==> src/rtl/cgra_config_loader_if.sv <==
// Config-record stream and registered config bus between host and loader.
// Host side uses master, loader uses slave.
interface cgra_config_loader_if #(
  parameter int PE_ROW_SIZE     = 4,
  parameter int PE_COLUMN_SIZE  = 4,
  parameter int NEIGHBOR_PE_NUM = 4,
  parameter int INPUT_NUM_W     = 3,
  parameter int OP_W            = 5,
  parameter int DATA_WIDTH      = 32,
  parameter int CONTEXT_SIZE    = 16
);
  // one spare bit so out-of-range targets can be expressed and rejected
  localparam int ROW_W = $clog2(PE_ROW_SIZE + 1);
  localparam int COL_W = $clog2(PE_COLUMN_SIZE + 1);
  localparam int CTX_W = $clog2(CONTEXT_SIZE + 1);

  logic                       cfg_valid;
  logic                       cfg_ready;
  logic                       cfg_last;
  logic [ROW_W-1:0]           cfg_row;
  logic [COL_W-1:0]           cfg_col;
  logic [INPUT_NUM_W-1:0]     cfg_in1;
  logic [INPUT_NUM_W-1:0]     cfg_in2;
  logic [NEIGHBOR_PE_NUM-1:0] cfg_out;
  logic [OP_W-1:0]            cfg_op;
  logic [DATA_WIDTH-1:0]      cfg_const;
  logic [CTX_W-1:0]           cfg_ctx;

  logic [ROW_W-1:0]           config_PE_row_index;
  logic [COL_W-1:0]           config_PE_column_index;
  logic [INPUT_NUM_W-1:0]     config_input_PE_index_1;
  logic [INPUT_NUM_W-1:0]     config_input_PE_index_2;
  logic [NEIGHBOR_PE_NUM-1:0] config_output_PE_index;
  logic [OP_W-1:0]            config_op;
  logic [DATA_WIDTH-1:0]      config_const_data;
  logic [CTX_W-1:0]           config_index;
  logic                       write_config_data;

  modport master (
    output cfg_valid, cfg_last, cfg_row, cfg_col,
    output cfg_in1, cfg_in2, cfg_out, cfg_op,
    output cfg_const, cfg_ctx,
    input  cfg_ready,
    input  config_PE_row_index, config_PE_column_index,
    input  config_input_PE_index_1, config_input_PE_index_2,
    input  config_output_PE_index, config_op,
    input  config_const_data, config_index,
    input  write_config_data
  );

  modport slave (
    input  cfg_valid, cfg_last, cfg_row, cfg_col,
    input  cfg_in1, cfg_in2, cfg_out, cfg_op,
    input  cfg_const, cfg_ctx,
    output cfg_ready,
    output config_PE_row_index, config_PE_column_index,
    output config_input_PE_index_1, config_input_PE_index_2,
    output config_output_PE_index, config_op,
    output config_const_data, config_index,
    output write_config_data
  );
endinterface

==> src/rtl/cgra_config_loader.sv <==
// Host-side CGRA config loader: writes per-PE context records,
// then starts execution and times the run.
module cgra_config_loader #(
  parameter int PE_ROW_SIZE     = 4,
  parameter int PE_COLUMN_SIZE  = 4,
  parameter int NEIGHBOR_PE_NUM = 4,
  parameter int INPUT_NUM_W     = 3,
  parameter int OP_W            = 5,
  parameter int DATA_WIDTH      = 32,
  parameter int CONTEXT_SIZE    = 16,
  parameter int CYCLE_W         = 16
) (
  input  logic                                clk,
  input  logic                                reset,
  input  logic                                load_req,
  input  logic [CYCLE_W-1:0]                  exec_cycles,
  cgra_config_loader_if.slave                 cfg,
  output logic                                start_exec,
  output logic [$clog2(CONTEXT_SIZE+1)-1:0]   mapping_context_max_id,
  output logic                                busy,
  output logic                                done,
  output logic                                err_range,
  output logic [15:0]                         record_count
);
  localparam int ROW_W = $clog2(PE_ROW_SIZE + 1);
  localparam int COL_W = $clog2(PE_COLUMN_SIZE + 1);
  localparam int CTX_W = $clog2(CONTEXT_SIZE + 1);

  typedef enum logic [2:0] {
    S_IDLE, S_ACCEPT, S_WRITE, S_START, S_RUN, S_DONE
  } state_t;

  state_t state_q, state_d;

  logic [ROW_W-1:0]           row_q;
  logic [COL_W-1:0]           col_q;
  logic [INPUT_NUM_W-1:0]     in1_q, in2_q;
  logic [NEIGHBOR_PE_NUM-1:0] out_q;
  logic [OP_W-1:0]            op_q;
  logic [DATA_WIDTH-1:0]      const_q;
  logic [CTX_W-1:0]           ctx_q;
  logic                       last_q;
  logic [15:0]                cnt_q;
  logic [CTX_W-1:0]           max_id_q, max_nx, map_q;
  logic                       err_q;
  logic [CYCLE_W-1:0]         cyc_q;

  logic hs, legal;

  assign hs    = (state_q == S_ACCEPT) && cfg.cfg_valid;
  assign legal = (cfg.cfg_row < ROW_W'(PE_ROW_SIZE))
              && (cfg.cfg_col < COL_W'(PE_COLUMN_SIZE))
              && (cfg.cfg_ctx < CTX_W'(CONTEXT_SIZE));

  // state register
  always_ff @(posedge clk) begin
    if (reset) state_q <= S_IDLE;
    else       state_q <= state_d;
  end

  // next-state logic
  always_comb begin
    state_d = state_q;
    unique case (state_q)
      S_IDLE:   if (load_req) state_d = S_ACCEPT;
      S_ACCEPT: begin
        if (hs) begin
          if (legal)
            state_d = S_WRITE;
          else if (cfg.cfg_last)
            state_d = (cnt_q != 16'd0) ? S_START : S_DONE;
        end
      end
      S_WRITE:  state_d = last_q ? S_START : S_ACCEPT;
      S_START:  state_d = S_RUN;
      S_RUN:    if (cyc_q == '0) state_d = S_DONE;
      S_DONE:   state_d = S_IDLE;
      default:  state_d = S_IDLE;
    endcase
  end

  // strobes and status decoded from the current state
  always_comb begin
    cfg.cfg_ready         = 1'b0;
    cfg.write_config_data = 1'b0;
    start_exec            = 1'b0;
    done                  = 1'b0;
    busy                  = (state_q != S_IDLE);
    unique case (state_q)
      S_ACCEPT: cfg.cfg_ready         = 1'b1;
      S_WRITE:  cfg.write_config_data = 1'b1;
      S_START:  start_exec            = 1'b1;
      S_DONE:   done                  = 1'b1;
      default:  ;
    endcase
  end

  // running max including the record being written this cycle
  always_comb begin
    max_nx = max_id_q;
    if (state_q == S_WRITE && ctx_q > max_id_q) max_nx = ctx_q;
  end

  // record capture, counters and session status
  always_ff @(posedge clk) begin
    if (reset) begin
      row_q    <= '0;
      col_q    <= '0;
      in1_q    <= '0;
      in2_q    <= '0;
      out_q    <= '0;
      op_q     <= '0;
      const_q  <= '0;
      ctx_q    <= '0;
      last_q   <= 1'b0;
      cnt_q    <= '0;
      max_id_q <= '0;
      map_q    <= '0;
      err_q    <= 1'b0;
      cyc_q    <= '0;
    end else begin
      if (state_q == S_IDLE && load_req) begin
        cnt_q    <= '0;
        max_id_q <= '0;
        map_q    <= '0;
        err_q    <= 1'b0;
      end
      if (hs && legal) begin
        row_q   <= cfg.cfg_row;
        col_q   <= cfg.cfg_col;
        in1_q   <= cfg.cfg_in1;
        in2_q   <= cfg.cfg_in2;
        out_q   <= cfg.cfg_out;
        op_q    <= cfg.cfg_op;
        const_q <= cfg.cfg_const;
        ctx_q   <= cfg.cfg_ctx;
        last_q  <= cfg.cfg_last;
      end
      if (hs && !legal) err_q <= 1'b1;
      if (state_q == S_WRITE) begin
        if (cnt_q != 16'hFFFF) cnt_q <= cnt_q + 16'd1;
        max_id_q <= max_nx;
      end
      // published on entry so it is valid alongside start_exec
      if (state_d == S_START && state_q != S_START) map_q <= max_nx;
      if (state_q == S_START)
        cyc_q <= exec_cycles;
      else if (state_q == S_RUN && cyc_q != '0)
        cyc_q <= cyc_q - 1'b1;
    end
  end

  assign cfg.config_PE_row_index     = row_q;
  assign cfg.config_PE_column_index  = col_q;
  assign cfg.config_input_PE_index_1 = in1_q;
  assign cfg.config_input_PE_index_2 = in2_q;
  assign cfg.config_output_PE_index  = out_q;
  assign cfg.config_op               = op_q;
  assign cfg.config_const_data       = const_q;
  assign cfg.config_index            = ctx_q;
  assign mapping_context_max_id      = map_q;
  assign err_range                   = err_q;
  assign record_count                = cnt_q;
endmodule
==> src/flat_wrapper.sv <==
// flat-port wrapper written by rule: the top's interface ports become plain ports
module cgra_config_loader_flat 
#(
  parameter int PE_ROW_SIZE     = 4,
  parameter int PE_COLUMN_SIZE  = 4,
  parameter int NEIGHBOR_PE_NUM = 4,
  parameter int INPUT_NUM_W     = 3,
  parameter int OP_W            = 5,
  parameter int DATA_WIDTH      = 32,
  parameter int CONTEXT_SIZE    = 16,
  parameter int CYCLE_W         = 16
)
  (clk, reset, load_req, exec_cycles, start_exec, mapping_context_max_id, busy, done, err_range, record_count, cfg_cfg_valid, cfg_cfg_last, cfg_cfg_row, cfg_cfg_col, cfg_cfg_in1, cfg_cfg_in2, cfg_cfg_out, cfg_cfg_op, cfg_cfg_const, cfg_cfg_ctx, cfg_cfg_ready, cfg_config_PE_row_index, cfg_config_PE_column_index, cfg_config_input_PE_index_1, cfg_config_input_PE_index_2, cfg_config_output_PE_index, cfg_config_op, cfg_config_const_data, cfg_config_index, cfg_write_config_data);
  cgra_config_loader_if #(.PE_ROW_SIZE(PE_ROW_SIZE), .PE_COLUMN_SIZE(PE_COLUMN_SIZE), .NEIGHBOR_PE_NUM(NEIGHBOR_PE_NUM), .INPUT_NUM_W(INPUT_NUM_W), .OP_W(OP_W), .DATA_WIDTH(DATA_WIDTH), .CONTEXT_SIZE(CONTEXT_SIZE)) cfg_i ();
  input  logic clk;
  input  logic reset;
  input  logic load_req;
  input  logic [CYCLE_W-1:0] exec_cycles;
  output logic start_exec;
  output logic [$clog2(CONTEXT_SIZE+1)-1:0] mapping_context_max_id;
  output logic busy;
  output logic done;
  output logic err_range;
  output logic [15:0] record_count;
  input wire logic [$bits(cfg_i.cfg_valid)-1:0] cfg_cfg_valid;
  input wire logic [$bits(cfg_i.cfg_last)-1:0] cfg_cfg_last;
  input wire logic [$bits(cfg_i.cfg_row)-1:0] cfg_cfg_row;
  input wire logic [$bits(cfg_i.cfg_col)-1:0] cfg_cfg_col;
  input wire logic [$bits(cfg_i.cfg_in1)-1:0] cfg_cfg_in1;
  input wire logic [$bits(cfg_i.cfg_in2)-1:0] cfg_cfg_in2;
  input wire logic [$bits(cfg_i.cfg_out)-1:0] cfg_cfg_out;
  input wire logic [$bits(cfg_i.cfg_op)-1:0] cfg_cfg_op;
  input wire logic [$bits(cfg_i.cfg_const)-1:0] cfg_cfg_const;
  input wire logic [$bits(cfg_i.cfg_ctx)-1:0] cfg_cfg_ctx;
  output wire logic [$bits(cfg_i.cfg_ready)-1:0] cfg_cfg_ready;
  output wire logic [$bits(cfg_i.config_PE_row_index)-1:0] cfg_config_PE_row_index;
  output wire logic [$bits(cfg_i.config_PE_column_index)-1:0] cfg_config_PE_column_index;
  output wire logic [$bits(cfg_i.config_input_PE_index_1)-1:0] cfg_config_input_PE_index_1;
  output wire logic [$bits(cfg_i.config_input_PE_index_2)-1:0] cfg_config_input_PE_index_2;
  output wire logic [$bits(cfg_i.config_output_PE_index)-1:0] cfg_config_output_PE_index;
  output wire logic [$bits(cfg_i.config_op)-1:0] cfg_config_op;
  output wire logic [$bits(cfg_i.config_const_data)-1:0] cfg_config_const_data;
  output wire logic [$bits(cfg_i.config_index)-1:0] cfg_config_index;
  output wire logic [$bits(cfg_i.write_config_data)-1:0] cfg_write_config_data;
  assign cfg_i.cfg_valid = cfg_cfg_valid;
  assign cfg_i.cfg_last = cfg_cfg_last;
  assign cfg_i.cfg_row = cfg_cfg_row;
  assign cfg_i.cfg_col = cfg_cfg_col;
  assign cfg_i.cfg_in1 = cfg_cfg_in1;
  assign cfg_i.cfg_in2 = cfg_cfg_in2;
  assign cfg_i.cfg_out = cfg_cfg_out;
  assign cfg_i.cfg_op = cfg_cfg_op;
  assign cfg_i.cfg_const = cfg_cfg_const;
  assign cfg_i.cfg_ctx = cfg_cfg_ctx;
  assign cfg_cfg_ready = cfg_i.cfg_ready;
  assign cfg_config_PE_row_index = cfg_i.config_PE_row_index;
  assign cfg_config_PE_column_index = cfg_i.config_PE_column_index;
  assign cfg_config_input_PE_index_1 = cfg_i.config_input_PE_index_1;
  assign cfg_config_input_PE_index_2 = cfg_i.config_input_PE_index_2;
  assign cfg_config_output_PE_index = cfg_i.config_output_PE_index;
  assign cfg_config_op = cfg_i.config_op;
  assign cfg_config_const_data = cfg_i.config_const_data;
  assign cfg_config_index = cfg_i.config_index;
  assign cfg_write_config_data = cfg_i.write_config_data;
  cgra_config_loader #(.PE_ROW_SIZE(PE_ROW_SIZE), .PE_COLUMN_SIZE(PE_COLUMN_SIZE), .NEIGHBOR_PE_NUM(NEIGHBOR_PE_NUM), .INPUT_NUM_W(INPUT_NUM_W), .OP_W(OP_W), .DATA_WIDTH(DATA_WIDTH), .CONTEXT_SIZE(CONTEXT_SIZE), .CYCLE_W(CYCLE_W)) u_core (.clk(clk), .reset(reset), .load_req(load_req), .exec_cycles(exec_cycles), .cfg(cfg_i), .start_exec(start_exec), .mapping_context_max_id(mapping_context_max_id), .busy(busy), .done(done), .err_range(err_range), .record_count(record_count));
endmodule
==> config.mk <==
export PLATFORM = sky130hd
export DESIGN_NAME = cgra_config_loader_flat
export DESIGN_NICKNAME = d
export VERILOG_FILES = /design/src/rtl/cgra_config_loader_if.sv /design/src/rtl/cgra_config_loader.sv /design/src/flat_wrapper.sv
export SDC_FILE = /design/constraint.sdc
export NUM_CORES = 1
export LEC_CHECK = 0
export ABC_AREA = 1
export CAP_MARGIN = 25
export CORE_UTILIZATION = 29
export CTS_CLUSTER_SIZE = 12
export DETAILED_ROUTE_END_ITERATION = 8
export MAX_ROUTING_LAYER = met4
export PLACE_DENSITY = 0.56
export SETUP_SLACK_MARGIN = 0.2
export SLEW_MARGIN = 30
export SYNTH_ARGS = -nofsm -noshare
export SYNTH_HDL_FRONTEND = slang
export SYNTH_SLANG_ARGS = --single-unit
==> constraint.sdc <==
create_clock -name clk -period 4.1 [get_ports clk]
set_input_delay 0.82 -clock clk [delete_from_list [all_inputs] [get_ports clk]]
set_output_delay 0.82 -clock clk [all_outputs]
set_load 0.005 [all_outputs]
==> flow_summary_export.csv <==
group,metric,value,unit
place,hpwl,9766,um
cells_and_area,insertedDiodeCount,0,
clocking,numCtsBuffers,9,
clocking,cts_resized,0,
cells_and_area,multiInputGateArea,0.002444,sq mm
worst_setup_path,critPathMaxFanout,13,
worst_setup_path,r2r_cells,11,
route,finalWirelength,14170,um
cells_and_area,syn2layout_area_growth,42.55,%
min_path,hp-start,"u_core.cfg.config_PE_column_index[2]",
cells_and_area,nets,929,
pwr,total_power,2.145,mW
worst_setup_path,end_kind,"primary output",
status,status,"finished with violations",
synthesis,async_flop_share,0,%
synthesis,synth_edf_count,0,
synthesis,yosysWarnings,0,
clocking,cts_tree,"yes",
place,numPortBuffers,163,
timing,clock.fmax,378.9,MHz
grt,antenna_found_initial,0,
die,die_height,131.9,um
synthesis,syn_area,0.004896,sq mm
clocking,cts_sinks,105,
worst_setup_path,worstSetupPathType,"reg -> out",
route,wl_per_cell,13.28,um
place,routabilityCongestion,0.7741,
route,ant_nets,0,
min_path,whs_path_depth,2,
synthesis,synth-seq-area-share,42.93,%
timing,fin_setup_tns,0,ps
synthesis,ys_ff_latch,105,
timing,fin_crit_sh,64.37,%
run,cap_violations,0,
timing,slew_headroom,55.85,%
cells_and_area,final_area,0.006979,sq mm
place,placed_cells,1051,
route,drc,2,
timing,drv_slew,0,
clocking,post_cts_buffers,0,
route,vias,4891,
worst_setup_path,r2r-start,"u_core.cyc_q[0]",
route,drt_iter0_markers,249,
die,core-area,0.01652,sq mm
clocking,clk_path_buf_depth,2,
grt,grt_usage,16.87,%
clocking,clk-insertion-delay-late,350,ps
cells_and_area,final-seq-area,0.002102,sq mm
route,via_per_inst,4.584,
die,io_pins,164,
min_path,hold_path_class,"reg -> reg",
worst_setup_path,crit_path_start_kind,"flop",
worst_setup_path,crit_start,"u_core.state_q[1]",
synthesis,syn_inst,693,
cells_and_area,n_fill_cell,1746,
synthesis,postSynthAreaPerCell,7.065,sq um
die,dieArea,0.01741,sq mm
synthesis,syn-num-nets,780,
timing,finalSetupViolCount,0,
timing,min_period,2639,ps
worst_setup_path,cp.arrival,1820,ps
die,die_w,131.9,um
worst_setup_path,required,3280,ps
status,violations,"design-rule violations",
timing,final.setup_skew,9.671,ps
grt,overflow,0,
clocking,clk_pin_slew,70,ps
timing,grt_setup_unrepaired,"no",
die,start_util,29.63,%
route,dr.pass1.iters,6,
pwr,p_leak,2.817,nW
synthesis,synthFlopType,"dfxtp_1",
pwr,powerDensity,307.3,mW/mm^2
place,placed_cell_area,0.006680,sq mm
grt,grt_pass1_wl,22800,um
cells_and_area,drive_gt1_share,7.556,%
clocking,postCtsHoldBufs,0,
cells_and_area,stdcell_count,1067,
die,row_count,47,
clocking,htreeDepth,3,
synthesis,synth_cell_type_count,41,
timing,hold_viol,0,
pwr,ir_drop,0.1806,mV
grt,grt_start_max_net_pins,60,
clocking,cts-root-buf,"clkbuf_16",
timing,tightestPinTransition,661.3,ps
grt,grt_pass1_vias,4502,
metrics by stage:
step / setup WS [ps] / util, % / hold WS (ps)
global placement: 1425 / 40.43 / 431.8
floorplan: 2274 / - / 441.1
detailed placement: 1377 / 40.43 / 436.0
CTS: 1425 / 42.24 / 449.4
finish: 1461 / 42.24 / 446.9
global route: 1364 / 42.24 / 477.4
path summary, 6_finish.rpt:
path,to,slack (ps)
worst min-delay path,u_core.cfg.config_PE_column_index[2],450
worst min register to register,u_core.cfg.config_PE_column_index[2],450
worst max-delay path,start_exec,1460
worst max register to register,u_core.cyc_q[7],2110
critical path, cell delays in order (launching register included):
cell             delay, ps
dfxtp_1                480
inv_2                   70
nor3_2                 150
buf_4                  240
clkdlybuf4s50_1        530
registers in the layout (all words and copies together), names as in the netlist:
signal / cells
u_core.cfg.config_op: 5
u_core.cfg.config_PE_column_index: 3
u_core.err_range: 1
u_core.state_q: 3
u_core.cfg.config_const_data: 32
u_core.cyc_q: 16
u_core.cfg.config_input_PE_index_2: 3
u_core.mapping_context_max_id: 5
u_core.cfg.config_output_PE_index: 4
u_core.cfg.config_PE_row_index: 3
u_core.record_count: 16
u_core.cfg.config_input_PE_index_1: 3
u_core.max_id_q: 5
u_core.cfg.config_index: 5
u_core.last_q: 1
cells in the mapped netlist, drive strengths merged, types with 2 or more instances:
cell	number	area, sq um
or2	3	18.77
o211ai	7	52.55
a21oi	42	229.0
dfxtp	105	2102
ha	8	100.1
clkbuf	13	48.80
nand4	2	12.51
inv	48	182.7
a31oi	5	31.28
nand3b	3	22.52
xor2	4	35.03
nor3	19	120.1
buf	18	118.9
nand3	38	207.7
nor2	165	644.4
o221ai	2	17.52
o21ai	77	385.4
nand2	127	516.7
layout make-up:
type	count	share of cell area [%]
sequential	105	30.12
clock inverter	5	0.6633
timing repair buffer	169	24.02
tap	220	3.944
clock buffer	11	3.621
multi-input combinational	509	35.01
inverter	48	2.617
cells by family (layout without fill, tap and decap cells):
kind of cell / Yosys count / in the layout / synth area share [%]
xor gates and xnor gates: 5 / 5 / 0.8944
buffers and inverters: 79 / 233 / 7.156
AOI/OAI and AO/OA: 137 / 137 / 15.21
and+or+nand+nor: 359 / 359 / 31.77
DFF: 105 / 105 / 42.93
adders and majority gates: 8 / 8 / 2.045
cells in the final DEF (no fill, tap or decap), types with 3 or more instances in the layout:
cell and count:
o211ai_1 7, nor3_2 5, clkbuf_16 9, ha_1 8, nor3_1 14, nor2_1 159
clkdlybuf4s50_1 163, buf_4 6, xor2_1 4, nand3b_1 3, dfxtp_1 105, nand2_1 115
o21ai_1 11, inv_1 36, o21ai_0 66, nor2_2 4, a31oi_1 5, clkinv_4 3
nand3_1 36, a21oi_1 39, nand2_2 10, inv_2 11
layer usage:
layer | wire length, um | global-route usage (%) | vias to the layer above | part of all wire, %
met3 | 999 | 5.190 | 13 | 7.1
met2 | 6096 | 24.75 | 139 | 43
met1 | 6899 | 21.87 | 2189 | 49
met5 | 0 | - | - | 0
li1 | - | - | 2550 | -
met4 | 170 | 5.620 | 0 | 1.2
where the power goes:
group          total, mW  switching, mW  internal, mW
clock              0.883          0.427         0.456
sequential          1.04        0.00881          1.03
combinational      0.220          0.103         0.118
total               2.15          0.539          1.61
No activity file was read; power rests on OpenSTA's default activity.
